[src/rtl/pcie_scram_pkg.sv]
// Shared definitions for the Gen3 128b/130b multi-lane scrambler:
// seed table, feedback tap mask, symbol-kind encodings and the
// byte-wide LFSR advance used by every lane.
package pcie_scram_pkg;

   localparam int LFSR_W = 23;

   // Feedback positions of X^23+X^21+X^16+X^8+X^5+X^2+1 after a left shift
   localparam logic [LFSR_W-1:0] TAP_MASK = 23'h210125;

   typedef enum logic [1:0] {
      KIND_DATA  = 2'b00,
      KIND_OS    = 2'b01,
      KIND_SKP   = 2'b10,
      KIND_EIEOS = 2'b11
   } kind_e;

   // Per-physical-lane seed; the table repeats every eight lanes
   function automatic logic [LFSR_W-1:0] seedFor(input int idx);
      logic [LFSR_W-1:0] seed;
      case (idx % 8)
         0:       seed = 23'h1DBFBC;
         1:       seed = 23'h0607BB;
         2:       seed = 23'h1EC760;
         3:       seed = 23'h18C0DB;
         4:       seed = 23'h010F12;
         5:       seed = 23'h19CFC9;
         6:       seed = 23'h0277CE;
         default: seed = 23'h1BB807;
      endcase
      return seed;
   endfunction

   // Advance the LFSR eight bits; returns {next state, key byte} with key
   // bit 0 being the first bit produced (and therefore the first transmitted)
   function automatic logic [LFSR_W+7:0] lfsrStep8(input logic [LFSR_W-1:0] state);
      logic [LFSR_W-1:0] s;
      logic [7:0]        key;
      s   = state;
      key = '0;
      for (int b = 0; b < 8; b++) begin
         key[b] = s[LFSR_W-1];
         s      = {s[LFSR_W-2:0], 1'b0} ^ (s[LFSR_W-1] ? TAP_MASK : '0);
      end
      return {s, key};
   endfunction

endpackage

[src/rtl/lfsr23_lane.sv]
// One lane of the Gen3 scrambler: the 23-bit LFSR register, its seed
// reload, and a chain of byte stages that scramble SYM_W bits per beat.
// The scrambled data is combinational; the top registers it.
module lfsr23_lane
   import pcie_scram_pkg::*;
#(
   parameter int                SYM_W = 8,
   parameter logic [LFSR_W-1:0] SEED  = 23'h1DBFBC
) (
   input  logic                   clk_i,
   input  logic                   rst_ni,
   input  logic                   lfsr_ld_i,
   input  logic                   accept_i,
   input  logic                   en_scram_i,
   input  logic [SYM_W-1:0]       data_i,
   input  logic [2*(SYM_W/8)-1:0] kind_i,
   output logic [SYM_W-1:0]       data_o
);

   localparam int NBYTES = SYM_W / 8;

   logic [LFSR_W-1:0] lfsr_q;
   logic [LFSR_W-1:0] lfsr_d;
   logic [LFSR_W-1:0] chainState;
   logic [LFSR_W+7:0] stepRes;
   logic              sawEieos;

   // Byte chain: a reload request means this beat starts from the seed;
   // SKP bytes leave the LFSR untouched, every other kind consumes 8 key bits
   always_comb begin
      chainState = lfsr_ld_i ? SEED : lfsr_q;
      stepRes    = '0;
      sawEieos   = 1'b0;
      data_o     = data_i;
      lfsr_d     = lfsr_q;
      for (int j = 0; j < NBYTES; j++) begin
         if (kind_i[2*j +: 2] != KIND_SKP) begin
            stepRes    = lfsrStep8(chainState);
            chainState = stepRes[LFSR_W+7:8];
            if (kind_i[2*j +: 2] == KIND_DATA && en_scram_i) begin
               data_o[8*j +: 8] = data_i[8*j +: 8] ^ stepRes[7:0];
            end
            if (kind_i[2*j +: 2] == KIND_EIEOS) begin
               sawEieos = 1'b1;
            end
         end
      end
      if (accept_i) begin
         lfsr_d = sawEieos ? SEED : chainState;
      end else if (lfsr_ld_i) begin
         lfsr_d = SEED;
      end
   end

   // LFSR register; reset returns the lane to its seed
   always_ff @(posedge clk_i) begin
      if (!rst_ni) begin
         lfsr_q <= SEED;
      end else begin
         lfsr_q <= lfsr_d;
      end
   end

endmodule

[src/rtl/scrambler_multilane_gen3.sv]
// Multi-lane PCIe Gen3 scrambler: LANES independent lane scramblers
// behind a single valid/ready handshake and one output register stage.
module scrambler_multilane_gen3
   import pcie_scram_pkg::*;
#(
   parameter int LANES     = 4,
   parameter int SYM_W     = 8,
   parameter int LANE_BASE = 0
) (
   input  logic                         clk_1G,
   input  logic                         rst_1G,
   input  logic                         lfsr_ld,
   input  logic                         en_scram,
   input  logic                         in_valid,
   output logic                         in_ready,
   input  logic [LANES*SYM_W-1:0]       in_data,
   input  logic [LANES*2*(SYM_W/8)-1:0] in_kind,
   output logic                         out_valid,
   input  logic                         out_ready,
   output logic [LANES*SYM_W-1:0]       out_data,
   output logic [LANES*2*(SYM_W/8)-1:0] out_kind
);

   localparam int KW_LANE = 2 * (SYM_W / 8);

   logic                         outValid_q;
   logic                         outValid_d;
   logic [LANES*SYM_W-1:0]       outData_q;
   logic [LANES*SYM_W-1:0]       outData_d;
   logic [LANES*KW_LANE-1:0]     outKind_q;
   logic [LANES*KW_LANE-1:0]     outKind_d;
   logic [LANES*SYM_W-1:0]       scrData;
   logic                         accept;

   assign in_ready  = !outValid_q | out_ready;
   assign accept    = in_valid & in_ready;
   assign out_valid = outValid_q;
   assign out_data  = outData_q;
   assign out_kind  = outKind_q;

   for (genvar n = 0; n < LANES; n++) begin : gLane
      lfsr23_lane #(
         .SYM_W (SYM_W),
         .SEED  (seedFor(LANE_BASE + n))
      ) uLane (
         .clk_i      (clk_1G),
         .rst_ni     (rst_1G),
         .lfsr_ld_i  (lfsr_ld),
         .accept_i   (accept),
         .en_scram_i (en_scram),
         .data_i     (in_data[n*SYM_W +: SYM_W]),
         .kind_i     (in_kind[n*KW_LANE +: KW_LANE]),
         .data_o     (scrData[n*SYM_W +: SYM_W])
      );
   end

   // Output stage: load on accept, drain when downstream takes the beat,
   // otherwise hold so data stays stable under backpressure
   always_comb begin
      outValid_d = outValid_q;
      outData_d  = outData_q;
      outKind_d  = outKind_q;
      if (accept) begin
         outValid_d = 1'b1;
         outData_d  = scrData;
         outKind_d  = in_kind;
      end else if (out_ready) begin
         outValid_d = 1'b0;
      end
   end

   // Output register; reset drops any in-flight beat
   always_ff @(posedge clk_1G) begin
      if (!rst_1G) begin
         outValid_q <= 1'b0;
         outData_q  <= '0;
         outKind_q  <= '0;
      end else begin
         outValid_q <= outValid_d;
         outData_q  <= outData_d;
         outKind_q  <= outKind_d;
      end
   end

endmodule
[config.mk]
export PLATFORM = sky130hd
export DESIGN_NAME = scrambler_multilane_gen3
export DESIGN_NICKNAME = d
export VERILOG_FILES = /design/src/rtl/pcie_scram_pkg.sv /design/src/rtl/lfsr23_lane.sv /design/src/rtl/scrambler_multilane_gen3.sv
export SDC_FILE = /design/constraint.sdc
export NUM_CORES = 1
export LEC_CHECK = 0
export ABC_AREA = 1
export BUFFER_PORTS_ARGS = -buffer_cell sky130_fd_sc_hd__buf_2
export CORE_MARGIN = 2
export CORE_UTILIZATION = 60
export DETAILED_ROUTE_END_ITERATION = 16
export PLACE_DENSITY = 0.81
export REMOVE_ABC_BUFFERS = 1
export SKIP_LAST_GASP = 1
export SLEW_MARGIN = 15
export SYNTH_ARGS = -nofsm -noshare
export SYNTH_HDL_FRONTEND = slang
export SYNTH_SLANG_ARGS = --single-unit
[constraint.sdc]
create_clock -name clk_1G -period 2.38 [get_ports clk_1G]
set_input_delay 0.238 -clock clk_1G [delete_from_list [all_inputs] [get_ports clk_1G]]
set_output_delay 0.238 -clock clk_1G [all_outputs]
set_load 0.1 [all_outputs]
### Word-level counts from Yosys, hierarchy flattened

Cells that the tools add are included.
Widths: inputs -> output; s select.

| cells by class | value |
|---|---|
| equality and inequality tests | 8 |
| mux-type cells | 66 |
| bitwise operators | 38 |
| reductions and logical operators | 10 |

Operator list:

| operator | count |
|---|---|
| $xor 23x23->23 | 32 |
| $mux 22 | 32 |
| $mux 23 | 16 |
| $mux 8 | 8 |
| $xor 8x8->8 | 4 |
| $mux 1 | 10 |
| $eq 2x2->1 const B | 4 |
| $logic_not 2->1 | 4 |
| $ne 2x2->1 const B | 4 |
| $logic_and 1x1->1 | 4 |
| $reduce_bool 2->1 | 1 |
| $and 1x1->1 | 1 |
| $logic_not 1->1 | 1 |
| $or 1x1->1 | 1 |

| storage, ports and cells | value |
|---|---|
| register bits after elaboration | 133 |
| input bits | 46 |

### Longest topological paths before layout

| logic depth | value |
|---|---|
| word-level depth | 20 |
| gate-level depth with buffers | 14 |

### Hierarchy

From an unflattened synthesis, not the netlist that was laid out.

| unflattened totals | value |
|---|---|
| cells, all modules | 1347 |
| area total of the unflattened synthesis | 8889.8 um2 |

Modules (own cells, without submodules):

| module | times used | cells an instance | area each (um2) | sequential area each (um2) |
|---|---|---|---|---|
| scrambler_multilane_gen3 | 1 | 267 | 1864.3 | 820.8 |
| lfsr23_lane (gLane[2].uLane) | 1 | 276 | 1815.5 | 460.4 |
| lfsr23_lane (gLane[1].uLane) | 1 | 262 | 1766.7 | 460.4 |
| lfsr23_lane (gLane[0].uLane) | 1 | 265 | 1750.4 | 460.4 |
| lfsr23_lane (gLane[3].uLane) | 1 | 277 | 1692.9 | 460.4 |

### Least setup slack after synthesis

Ideal clock, no wire load.

| timing path | value |
|---|---|
| path type | register to register |
| from | reg outValid_q, in the netlist out_valid |
| to | reg outData_q[29], in the netlist out_data[29] |
| setup time | 116 ps |
| arrival | 3034 ps |
| required time | 2264 ps |
| path slack | -770 ps |
| cell stages (with the launch flop) | 8 |
| path buffers | 2 |
| clock period less this slack | 3150 ps |
| path through | dfxtp_1 > nand2_1 > nand2_2 > clkinv_1 > buf_2 > buf_1 > o211ai_1 > inv_2 |

| on the way | value |
|---|---|
| longest elaborated chain between the ends | 3 |

Ends and longest elaborated chain:

| what | line | text |
|---|---|---|
| from (decl) | scrambler_multilane_gen3.sv:26 | `logic outValid_q;` |
| from (signal assigned) | scrambler_multilane_gen3.sv:79 | `outValid_q <= outValid_d;` |
| $logic_not 1->1 | scrambler_multilane_gen3.sv:35 | `assign in_ready = !outValid_q \| out_ready;` |
| $or 1x1->1 | scrambler_multilane_gen3.sv:35 |  |
| net in_ready | scrambler_multilane_gen3.sv:15 | `output logic in_ready,` |
| $and 1x1->1 | scrambler_multilane_gen3.sv:36 | `assign accept = in_valid & in_ready;` |
| to (signal assigned) | scrambler_multilane_gen3.sv:80 | `outData_q <= outData_d;` |
| to (decl) | scrambler_multilane_gen3.sv:28 | `logic [LANES*SYM_W-1:0] outData_q;` |

The timed path passes the listed nets, and every way through them passes these cells.
A chain may end at the register's enable or synchronous reset.

### Worst setup path in the final report

| timing path | value |
|---|---|
| from | reg outValid_q, in the netlist out_valid |
| to | reg gLane[1].uLane.lfsr_q[0] |

| on the way | value |
|---|---|
| longest elaborated chain between the ends | 4 |

Ends and longest elaborated chain:

| what | line | text |
|---|---|---|
| $logic_not 1->1 | scrambler_multilane_gen3.sv:35 |  |
| $or 1x1->1 | scrambler_multilane_gen3.sv:35 |  |
| $and 1x1->1 | scrambler_multilane_gen3.sv:36 |  |
| $mux 23 | lfsr23_lane.sv:48 | `if (accept_i) begin` |
| to (signal assigned) | lfsr23_lane.sv:60 | `lfsr_q <= lfsr_d;` |
| to (decl) | lfsr23_lane.sv:22 | `logic [LFSR_W-1:0] lfsr_q;` |

No other way between the ends.

==> impl_results.md <==
* Run status: complete, no violations
* Top cells by area, synth: dfxtp_1, nand2_1, inv_1
* Util after Layout at 0.707
* Die area at 14400 sq um
* Worst Max-Slew Pin Slew at 0.665 ns
* Core ar. at 13200 sq um
* Commonest non-fill, non-tap cell in the layout: nand2_1
* Avg Inst Size Synth at 6.40 sq um
* Layout cell share with drive strength beyond 1 at 0.168
* DR vias at 8516
* Final Setup Violations at 0
* Ant diodes at 0
* Tmin final at 1.91 ns
* Hold-fix buffers, CTS at 0
* Area occupied by multi-input gates at 4550 sq um
* Synth Warn # at 0
* GRT overflow at 0
* DIE WIDTH at 120 microns
* Layout area overhead at 15.5%
* P_leak at 4.45 nW
* Reg clk slew, reported paths at 0.06 ns
* Largest net degree at the start of global routing at 47
* Post-CTS sizing at 0
* Clock Sinks at 133
* DRC Markers at 0
* H-tree Lvls at 4
* # Post-CTS Setup Buffers at 0
* Hold WC Path Type: in -> reg
* Worst-path cell chain: nand2_1 -> nand2_2 -> buf_4 -> nor2_2 -> inv_1 -> a21oi_1 -> o21ai_0
* Relative max-transition margin at 0.554
* GRT Util Overall at 0.316
* Setup TNS at 0 ns
* I/O pins at 88
* Register area at 2660 sq um
* Max Clock Freq at 523 MHz
* IO buf count at 87
* Bufs on Longest Clock Path at 2
* Placement Setup Slack at 0.379 ns
* Global-route wire length before repair at 37000 microns
* Placed cell area at 8730 sq um
* EDFF count, synth at 0
* CP endpoint kind: flip-flop
* CP peak stage delay at 0.30 ns
* Switching power at 2.23 mW
* Power share of the clock group at 0.405
* Die Height at 120 microns
* CTS tree: yes
* Remaining antenna violation count at 0
* Net Sw Frac at 0.337
* Starting Density at 0.611
* Comb pwr share at 0.227
* RSZ-0062 raised after global routing: no
* Clk root buf: clkbuf_16
* Filler Cell Count at 1131
* Final count of hold timing violations at 0
* WL/cell at 14.4 microns
* Post-synth top area cell: dfxtp_1
* DR vias/cell at 5.54
* Period utilization at 0.803
* Worst path slowest cell: dfxtp_1
* Peak VDD IR at 0.000552 V
* Placement Rows at 42
* Crit path arrival time at 2.21 ns
* Design Area, Final at 9320 sq um
* Predominant post-synthesis flop cell: dfxtp_1
* Worst Path Max Fanout at 13
* Skew final at 0.00515 ns
* Hold slack final at 0.0806 ns
* Clk_lat worst skew at 0.44 ns
* Slew Viols, Final at 0
* Routed WL at 22200 microns
* Initial antenna violation count at 0
* Pre-Repair DR Iteration Count at 6
* Setup ws final at 0.468 ns
* Cell Pwr Density at 710 nW/um^2
* Most frequent cells in the layout: nand2_1, inv_1, dfxtp_1, nor2_1, nand3_1
* FF+latch count, synth at 133
* Internal Power at 4.39 mW
* Worst setup SP type: flip-flop
* TritonCTS Buffers at 17
* Max-Cap Viols at 0
* CP bufs+invs at 2
* Required time worst endpoint at 2.68 ns
* CP delay by family, top: simple AND/OR/NAND/NOR gates
* Final Wtd Congestion at 0.973
* Post-synth ARST share at 0
* Crit Path Class: reg -> reg
* Netlist Area Pre-Place at 8070 sq um
* Iter 0 DRT Violations at 969
* Vias in the first global route at 7938
* Sequential share of the synthesized area at 0.330
* Sequential Power Share at 0.368
* Top-area cell type share of the netlist area at 0.330
* Post-synthesis cell type count at 39
* DPL Wire Length at 15100 microns
* NumNets Final at 1395
* Post-Synthesis Cells at 1261
==> registers in the layout, indices dropped and copies added (netlist names) <==
register            count
gLane.uLane.lfsr_q     92
out_data               32
out_kind                8
out_valid               1
==> power groups by stage <==
stage	combinational (mW)	sequential [mW]	clock [mW]
after floorplan	0.694	2.87	0
after global placement	1.46	2.48	0
after detailed placement	1.48	2.48	0
after CTS	1.49	2.43	2.67
after global routing	1.63	2.45	2.77
final	1.50	2.44	2.68
==> path summary, 6_finish.rpt <==
kind | from | endpoint | slack (ns) | cells past startpoint
max reg2reg | out_valid | gLane[1].uLane.lfsr_q[0] | 0.47 | 7
min | in_data[20] | out_data[20] | 0.08 | 4
min reg2reg | out_kind[4] | out_kind[4] | 0.47 | 2
max | out_valid | gLane[1].uLane.lfsr_q[0] | 0.47 | 7
==> stage by stage <==
step                      instances  total power [mW]
after floorplan                1217              3.56
after global placement         1506              3.94
after detailed placement       1506              3.96
after CTS                      1538              6.59
after global routing           1538              6.85
final                          1538              6.62
==> synthesized netlist by cell type (10+ instances only) <==
library cell and instances:
dfxtp_1 133, o22ai_1 10, nand3_1 93, inv_2 11, a21oi_1 87, o221ai_1 11, nand2_1 368, inv_1 143
xnor2_1 20, o21ai_1 17, o21ai_0 74, nand2_2 37, clkbuf_1 24, xor2_1 28, nor2_1 116
==> tightest hold or removal path, delay by kind of cell <==
family                 cells  cell delay (ns)
AO/OA/AOI/OAI              1             0.07
AND/OR/NAND/NOR            1             0.05
buffers and inverters      2             0.12
==> layer usage <==
metal  part of all wire  global-route usage  wire [microns]
met4              0.030               0.143             676
met5                  0                   0               0
met1               0.43               0.404            9610
met2               0.46               0.520           10300
met3              0.074              0.0570            1640
==> logic make-up after synthesis <==
| logic type | Yosys count | synth area share |
|---|---|---|
| buffers and inverters | 202 | 0.105 |
| DFF | 133 | 0.330 |
| and+or+nand+nor | 661 | 0.365 |
| xor gates and xnor gates | 48 | 0.0521 |
| AOI/OAI and AO/OA | 217 | 0.147 |
==> layout make-up <==
cell class,instances,share of cell area
clock buffers,18,0.0461
clock inverters,14,0.0173
inverters,158,0.0644
multi-input cells,926,0.488
flip-flops and latches,133,0.286
well taps,176,0.0236
repair buffers,113,0.0744
No activity file was read; power rests on OpenSTA's default activity.
